===== src/rtl/sync_delay_pkg.sv =====
// Shared types and helpers for the runtime-programmable sync delay line.
package sync_delay_pkg;

  typedef enum logic [1:0] {
    RUN  = 2'd0,
    PEND = 2'd1,
    FILL = 2'd2
  } state_e;

  function automatic int unsigned ptr_w(input int unsigned max_delay);
    return $clog2(max_delay);
  endfunction

  function automatic int unsigned clamp_delay(input int unsigned req,
                                              input int unsigned max_delay);
    int unsigned res;
    if (req == 32'd0) begin
      res = 32'd1;
    end else if (req > max_delay) begin
      res = max_delay;
    end else begin
      res = req;
    end
    return res;
  endfunction

endpackage


===== src/rtl/sync_delay_ctrl_if.sv =====
// Control-bus and config handshake bundle for sync_delay_ctrl.
// o_apply_cnt exists only when SYNC_DELAY_STATS_EN is defined.
interface sync_delay_ctrl_if
  import sync_delay_pkg::*;
#(
  parameter int BUS_BITS  = 3,
  parameter int MAX_DELAY = 32
);
  localparam int DW = ptr_w(MAX_DELAY) + 1;

  logic [BUS_BITS-1:0] i_bus;
  logic [DW-1:0]       cfg_delay;
  logic                cfg_valid;
  logic                cfg_ready;
  logic [BUS_BITS-1:0] o_bus;
  logic                o_valid;
  logic                o_busy;

`ifdef SYNC_DELAY_STATS_EN
  logic [7:0]          o_apply_cnt;

  modport master (
    output i_bus, cfg_delay, cfg_valid,
    input  cfg_ready, o_bus, o_valid, o_busy, o_apply_cnt
  );
  modport slave (
    input  i_bus, cfg_delay, cfg_valid,
    output cfg_ready, o_bus, o_valid, o_busy, o_apply_cnt
  );
`else
  modport master (
    output i_bus, cfg_delay, cfg_valid,
    input  cfg_ready, o_bus, o_valid, o_busy
  );
  modport slave (
    input  i_bus, cfg_delay, cfg_valid,
    output cfg_ready, o_bus, o_valid, o_busy
  );
`endif

endinterface


===== src/rtl/sync_delay_ram.sv =====
// Circular sample buffer: one synchronous write port, one asynchronous read port.
module sync_delay_ram #(
  parameter int WIDTH = 3,
  parameter int DEPTH = 32,
  parameter int AW    = 5
) (
  input  logic             clk,
  input  logic [AW-1:0]    waddr,
  input  logic [WIDTH-1:0] wdata,
  input  logic [AW-1:0]    raddr,
  output logic [WIDTH-1:0] rdata
);

  logic [WIDTH-1:0] mem_q [DEPTH];

  // Storage only; contents are never trusted until the controller has refilled them.
  always_ff @(posedge clk) begin
    mem_q[waddr] <= wdata;
  end

  assign rdata = mem_q[raddr];

endmodule


===== src/rtl/sync_delay_ctrl.sv =====
// Runtime-programmable delay for the de/hsync/vsync bus; new delays take effect at vsync rise.
// Define SYNC_DELAY_STATS_EN to add the saturating o_apply_cnt switch counter.
module sync_delay_ctrl
  import sync_delay_pkg::*;
#(
  parameter int                  BUS_BITS      = 3,
  parameter int                  MAX_DELAY     = 32,
  parameter int                  DEFAULT_DELAY = 5,
  parameter int                  VSYNC_BIT     = 2,
  parameter logic [BUS_BITS-1:0] BLANK_VALUE   = {BUS_BITS{1'b0}}
) (
  input  logic             clk,
  input  logic             rst_n,
  sync_delay_ctrl_if.slave bus
);

  localparam int             PTR_W = ptr_w(MAX_DELAY);
  localparam int             DW    = PTR_W + 1;
  localparam logic [DW-1:0]  DEF_D = DW'(DEFAULT_DELAY);
  localparam logic [DW-1:0]  ONE_D = {{(DW-1){1'b0}}, 1'b1};

  state_e              state_q, state_d;
  logic [DW-1:0]       d_q, d_d;
  logic [DW-1:0]       dnew_q, dnew_d;
  logic [PTR_W-1:0]    cnt_q, cnt_d;
  logic [PTR_W-1:0]    wptr_q, wptr_d;
  logic                vs_q, vs_d;
  logic                primed_q, primed_d;
  logic [BUS_BITS-1:0] o_bus_q, o_bus_d;
  logic                o_valid_q, o_valid_d;
  logic                o_busy_q, o_busy_d;
  logic                cfg_ready_q, cfg_ready_d;

  logic [PTR_W-1:0]    raddr_s;
  logic [BUS_BITS-1:0] rdata_s;
  logic                cfg_acc_s;
  logic                vs_rise_s;
  logic [DW-1:0]       req_d_s;

  sync_delay_ram #(
    .WIDTH (BUS_BITS),
    .DEPTH (MAX_DELAY),
    .AW    (PTR_W)
  ) u_ram (
    .clk   (clk),
    .waddr (wptr_q),
    .wdata (bus.i_bus),
    .raddr (raddr_s),
    .rdata (rdata_s)
  );

  // Read slot is D behind the write slot; D==MAX_DELAY reads the slot about to be overwritten.
  always_comb begin
    raddr_s   = wptr_q - d_q[PTR_W-1:0];
    cfg_acc_s = bus.cfg_valid & cfg_ready_q;
    vs_rise_s = bus.i_bus[VSYNC_BIT] & ~vs_q;
    req_d_s   = DW'(clamp_delay(32'(bus.cfg_delay), 32'(MAX_DELAY)));
    wptr_d    = wptr_q + {{(PTR_W-1){1'b0}}, 1'b1};
    vs_d      = bus.i_bus[VSYNC_BIT];
  end

  // The first edge after reset writes the first real sample, so refill counting starts one edge later.
  always_comb begin
    state_d  = state_q;
    d_d      = d_q;
    dnew_d   = dnew_q;
    cnt_d    = cnt_q;
    primed_d = 1'b1;
    case (state_q)
      RUN: begin
        if (cfg_acc_s && (req_d_s != d_q)) begin
          dnew_d  = req_d_s;
          state_d = PEND;
        end else begin
          state_d = RUN;
        end
      end
      PEND: begin
        if (vs_rise_s) begin
          d_d     = dnew_q;
          cnt_d   = {PTR_W{1'b0}};
          state_d = FILL;
        end else begin
          state_d = PEND;
        end
      end
      FILL: begin
        if (!primed_q) begin
          cnt_d = cnt_q;
        end else if ({1'b0, cnt_q} == (d_q - ONE_D)) begin
          cnt_d   = {PTR_W{1'b0}};
          state_d = RUN;
        end else begin
          cnt_d = cnt_q + {{(PTR_W-1){1'b0}}, 1'b1};
        end
      end
      default: begin
        state_d = FILL;
        cnt_d   = {PTR_W{1'b0}};
      end
    endcase
  end

  // Outputs follow the next state so the first valid word is the sample taken at the switch edge.
  always_comb begin
    o_valid_d   = (state_d != FILL);
    o_busy_d    = (state_d != RUN);
    cfg_ready_d = (state_d == RUN);
    if (state_d == FILL) begin
      o_bus_d = BLANK_VALUE;
    end else begin
      o_bus_d = rdata_s;
    end
  end

  // State and output registers.
  always_ff @(posedge clk or negedge rst_n) begin
    if (!rst_n) begin
      state_q     <= FILL;
      d_q         <= DEF_D;
      dnew_q      <= DEF_D;
      cnt_q       <= {PTR_W{1'b0}};
      wptr_q      <= {PTR_W{1'b0}};
      vs_q        <= 1'b0;
      primed_q    <= 1'b0;
      o_bus_q     <= BLANK_VALUE;
      o_valid_q   <= 1'b0;
      o_busy_q    <= 1'b1;
      cfg_ready_q <= 1'b0;
    end else begin
      state_q     <= state_d;
      d_q         <= d_d;
      dnew_q      <= dnew_d;
      cnt_q       <= cnt_d;
      wptr_q      <= wptr_d;
      vs_q        <= vs_d;
      primed_q    <= primed_d;
      o_bus_q     <= o_bus_d;
      o_valid_q   <= o_valid_d;
      o_busy_q    <= o_busy_d;
      cfg_ready_q <= cfg_ready_d;
    end
  end

  assign bus.o_bus     = o_bus_q;
  assign bus.o_valid   = o_valid_q;
  assign bus.o_busy    = o_busy_q;
  assign bus.cfg_ready = cfg_ready_q;

`ifdef SYNC_DELAY_STATS_EN
  logic [7:0] apply_cnt_q, apply_cnt_d;

  // Saturating count of applied delay switches.
  always_comb begin
    if ((state_q == PEND) && (state_d == FILL) && (apply_cnt_q != 8'hFF)) begin
      apply_cnt_d = apply_cnt_q + 8'd1;
    end else begin
      apply_cnt_d = apply_cnt_q;
    end
  end

  // Switch counter register.
  always_ff @(posedge clk or negedge rst_n) begin
    if (!rst_n) begin
      apply_cnt_q <= 8'd0;
    end else begin
      apply_cnt_q <= apply_cnt_d;
    end
  end

  assign bus.o_apply_cnt = apply_cnt_q;
`endif

endmodule


===== src/flat_wrapper.sv =====
// flat-port wrapper written by rule: the top's interface ports become plain ports
module sync_delay_ctrl_flat import sync_delay_pkg::*;
#(
  parameter int                  BUS_BITS      = 3,
  parameter int                  MAX_DELAY     = 32,
  parameter int                  DEFAULT_DELAY = 5,
  parameter int                  VSYNC_BIT     = 2,
  parameter logic [BUS_BITS-1:0] BLANK_VALUE   = {BUS_BITS{1'b0}}
)
  (clk, rst_n, bus_i_bus, bus_cfg_delay, bus_cfg_valid, bus_cfg_ready, bus_o_bus, bus_o_valid, bus_o_busy);
  sync_delay_ctrl_if #(.BUS_BITS(BUS_BITS), .MAX_DELAY(MAX_DELAY)) bus_i ();
  input  logic clk;
  input  logic rst_n;
  input wire logic [$bits(bus_i.i_bus)-1:0] bus_i_bus;
  input wire logic [$bits(bus_i.cfg_delay)-1:0] bus_cfg_delay;
  input wire logic [$bits(bus_i.cfg_valid)-1:0] bus_cfg_valid;
  output wire logic [$bits(bus_i.cfg_ready)-1:0] bus_cfg_ready;
  output wire logic [$bits(bus_i.o_bus)-1:0] bus_o_bus;
  output wire logic [$bits(bus_i.o_valid)-1:0] bus_o_valid;
  output wire logic [$bits(bus_i.o_busy)-1:0] bus_o_busy;
  assign bus_i.i_bus = bus_i_bus;
  assign bus_i.cfg_delay = bus_cfg_delay;
  assign bus_i.cfg_valid = bus_cfg_valid;
  assign bus_cfg_ready = bus_i.cfg_ready;
  assign bus_o_bus = bus_i.o_bus;
  assign bus_o_valid = bus_i.o_valid;
  assign bus_o_busy = bus_i.o_busy;
  sync_delay_ctrl #(.BUS_BITS(BUS_BITS), .MAX_DELAY(MAX_DELAY), .DEFAULT_DELAY(DEFAULT_DELAY), .VSYNC_BIT(VSYNC_BIT), .BLANK_VALUE(BLANK_VALUE)) u_core (.clk(clk), .rst_n(rst_n), .bus(bus_i));
endmodule

===== config.mk =====
export PLATFORM = sky130hd
export DESIGN_NAME = sync_delay_ctrl_flat
export DESIGN_NICKNAME = d
export VERILOG_FILES = /design/src/rtl/sync_delay_pkg.sv /design/src/rtl/sync_delay_ctrl_if.sv /design/src/rtl/sync_delay_ram.sv /design/src/rtl/sync_delay_ctrl.sv /design/src/flat_wrapper.sv
export SDC_FILE = /design/constraint.sdc
export NUM_CORES = 1
export LEC_CHECK = 0
export CAP_MARGIN = 20
export CORE_ASPECT_RATIO = 1.4
export CORE_MARGIN = 2
export CORE_UTILIZATION = 40
export CTS_BUF_LIST = sky130_fd_sc_hd__clkbuf_4
export CTS_CLUSTER_SIZE = 20
export DETAILED_ROUTE_END_ITERATION = 8
export HOLD_SLACK_MARGIN = 0.06
export PLACE_DENSITY = 0.56
export SLEW_MARGIN = 10
export SYNTH_ARGS = -nofsm -noshare
export SYNTH_HDL_FRONTEND = slang
export SYNTH_HIERARCHICAL = 1
export SYNTH_SLANG_ARGS = --single-unit
export TNS_END_PERCENT = 20

===== constraint.sdc =====
create_clock -name clk -period 9.7 [get_ports clk]
set_input_delay 1.455 -clock clk [delete_from_list [all_inputs] [get_ports clk]]
set_output_delay 1.455 -clock clk [all_outputs]
set_load 0.1 [all_outputs]

==> summary.txt <==
outcome -> finished, final reports clean
Global Route Usage Sum -> 15.10%
layout cell share with drive strength beyond 1 -> 24.54%
hold buffer count at cts -> 0
Cell Area, Synth -> 0.005597 sq mm
CP Data Required Time -> 8.25 ns
antenna cell count -> 0
critical path endpoint category -> output port
first-pass GRT wire length -> 16260 microns
largest cells by area after synthesis -> edfxtp_1 (52%), mux4_2 (12%), dfrtp_1 (12%)
iteration-0 DRC count of the detailed router -> 139
WL final -> 10450 microns
Mapped Nets -> 362
clk root buf -> clkbuf_4
post-CTS sizing -> 0
P&R area growth vs syn -> 13.06%
clk sinks -> 128
worst slew pin tran -> 0.9789 ns
mux cell area share after synthesis -> 14.15%
Synth Flop Type -> edfxtp_1
CTS max path bufs -> 2
overall power -> 0.001794 W
HPWL Detailed -> 7128 microns
crit path DAT -> 2.17 ns
TritonCTS clock tree -> built
largest net degree at the start of global routing -> 36
DRT antenna net count -> 0
clk_skew -> 0.01489 ns
WP buf/inv -> 1
setup TNS -> 0 ns
vias in the first global route -> 2953
Post-CTS Setup Repair Bufs -> 0
Die Wd -> 104.0 microns
Pre-Repair DR Iteration Count -> 5
Initial Util -> 40.60%
CP max FO -> 1
count of final setup violators -> 0
largest family of logic cells by synthesized area -> multiplexers
Netlist cell types -> 50
synth warn -> 6
die height -> 144.0 microns
min cycle time layout -> 3.628 ns
core area -> 0.01378 sq mm
dpl cells -> 535
RSZ-0062 raised after global routing -> false
Mapped Cells -> 342
Placement Cell Area -> 0.005963 sq mm
simple-gate share of the synthesized area -> 7.579%
multi-input combinational cell area -> 0.001777 sq mm
clock slew at reported path FFs -> 0.10 ns
crit path cell chain -> clkdlybuf4s50_1
cell area power density -> 283.6 mW/mm^2
die area -> 0.01497 sq mm
Worst setup SP type -> flop
IO Count -> 18
drt drc -> 0
xor and xnor area share after synthesis -> 2.973%
sequential fraction of the synthesis area -> 65.95%
Non-Filler Instances -> 568
wire per inst -> 18.40 microns
Final #Nets -> 391
total CTS buffers -> 17
Final GP Congestion -> 0.7735
via count -> 2908
maximum vdd drop -> 0.1385 mV
period utilization -> 37.41%
Adder-Cell Fraction of Synth Area -> 1.923%
filler cell count -> 1247
Row Count -> 51
post-route design area -> 0.006327 sq mm
maximum clock frequency -> 0.2756 GHz
MaxCap Viol Count -> 0
IO Port Bufs -> 17
Worst-Skew Late Latency -> 0.52 ns
share of the synthesized area in the top cell type -> 51.51%
relative slew slack -> 34.53%
Setup Crit Path Kind -> reg -> out
Pleak -> 2.208 nW
ys async rst share -> 25.00%
synthesized area per cell -> 16.36 sq um
largest stage delay on the critical path -> 1.12 ns
leading area contributor after synthesis -> edfxtp_1
number of synthesized flops with an enable pin -> 96
Hold WC Path Type -> reg -> reg
CP delay by family, top -> buffers and inverters
antenna violations before repair -> 0
Avg Vias per Cell -> 5.120
CP max stage cell -> clkdlybuf4s50_1
CTS H-tree depth -> 4
Final Hold Fails -> 0
Synth Area in Compound Gates -> 4.918%
Congestion Overflow GR -> 0
synthesized flop and latch total -> 128
max-slew violations -> 0
FF+latch area -> 0.003691 sq mm
[layout make-up]
cell class	count	share of cell area [%]
Sequential cell	128	58.33
Multi-Input combinational cell	185	28.08
Timing Repair Buffer	24	3.757
Tap cell	185	3.658
Clock buffer	23	2.729
Clock inverter	8	2.551
Inverter	15	0.8899
[layout by cell type, fill, tap and decap left out, drive strengths merged, types with 5 or more instances in the layout]
| cell type | instances |
|---|---|
| buf | 7 |
| nand3 | 8 |
| ha | 7 |
| bufinv | 5 |
| mux2 | 10 |
| nand2 | 8 |
| clkdlybuf4s50 | 17 |
| clkbuf | 23 |
| xor2 | 7 |
| dfrtp | 26 |
| nor2 | 38 |
| edfxtp | 96 |
| dfstp | 6 |
| nor2b | 10 |
| mux4 | 30 |
| a21oi | 7 |
| xnor2 | 12 |
| inv | 15 |
| o21ai | 8 |
[registers in the layout, summed over array words and instances (netlist names)]
| name | cells |
|---|---|
| u_core/u_ram/mem_q | 96 |
| u_core/d_q | 6 |
| u_core/dnew_q | 6 |
| u_core/cnt_q | 5 |
| u_core/wptr_q | 5 |
| u_core/bus.o_bus | 3 |
| u_core/state_q | 2 |
| u_core/bus.cfg_ready | 1 |
| u_core/bus.o_busy | 1 |
| u_core/bus.o_valid | 1 |
| u_core/primed_q | 1 |
| u_core/vs_q | 1 |
[power by group]
group	internal, W	switching, W	total, W
registers	0.000643	0.0000501	0.000693
logic	0.000322	0.000360	0.000682
clock network	0.000244	0.000175	0.000419
[per-layer routing]
metal / track usage [%] / vias to the layer above / wire length (microns)
met1: 16.40 / 1484 / 4078
met3: 4.807 / 11 / 352
met4: 6.472 / 0 / 145
li1: - / 1363 / -
met2: 27.22 / 50 / 5875
met5: 0 / - / 0
[path summary, 6_finish.rpt]
check / from / end / slack, ns / cells past startpoint
min: u_core/dnew_q[0] / u_core/d_q[0] / 0.49 / 2
min reg2reg: u_core/dnew_q[0] / u_core/d_q[0] / 0.49 / 2
max: u_core/bus.o_busy / bus_o_busy / 6.07 / 1
max in group asynchronous: rst_n / u_core/state_q[1] / 8.05 / 2
min in group asynchronous: rst_n / u_core/dnew_q[5] / 1.32 / 2
max reg2reg: u_core/wptr_q[0] / u_core/bus.o_bus[0] / 6.57 / 9
[logic make-up (layout without fill, tap and decap cells)]
family,Yosys count,in the layout
mux,40,40
fa+ha+maj,8,8
buf+inv,29,70
flops,128,128
simple gates,84,84
other cells,1,1
compound gates,33,33
xor+xnor,19,19
[metrics by stage]
stage                     setup slack [ns]  utilization (%)  hold slack, ns
after floorplan                      6.654                -          0.4460
after global placement               6.308            43.26          0.4763
after detailed placement             6.278            43.26          0.4763
after CTS                            6.004            45.69          0.4916
after global routing                 5.979            45.91          0.5186
final                                6.072            45.91          0.4909
[cells in the mapped netlist (all sizes together), types with 7 or more instances]
cell / n
a21oi: 7
clkbuf: 8
ha: 7
nor2: 38
xnor2: 12
mux4: 30
nand3: 8
edfxtp: 96
xor2: 7
dfrtp: 26
mux2: 10
nand2: 8
inv: 15
nor2b: 10
o21ai: 8
Power figures use the tool's default switching activity.
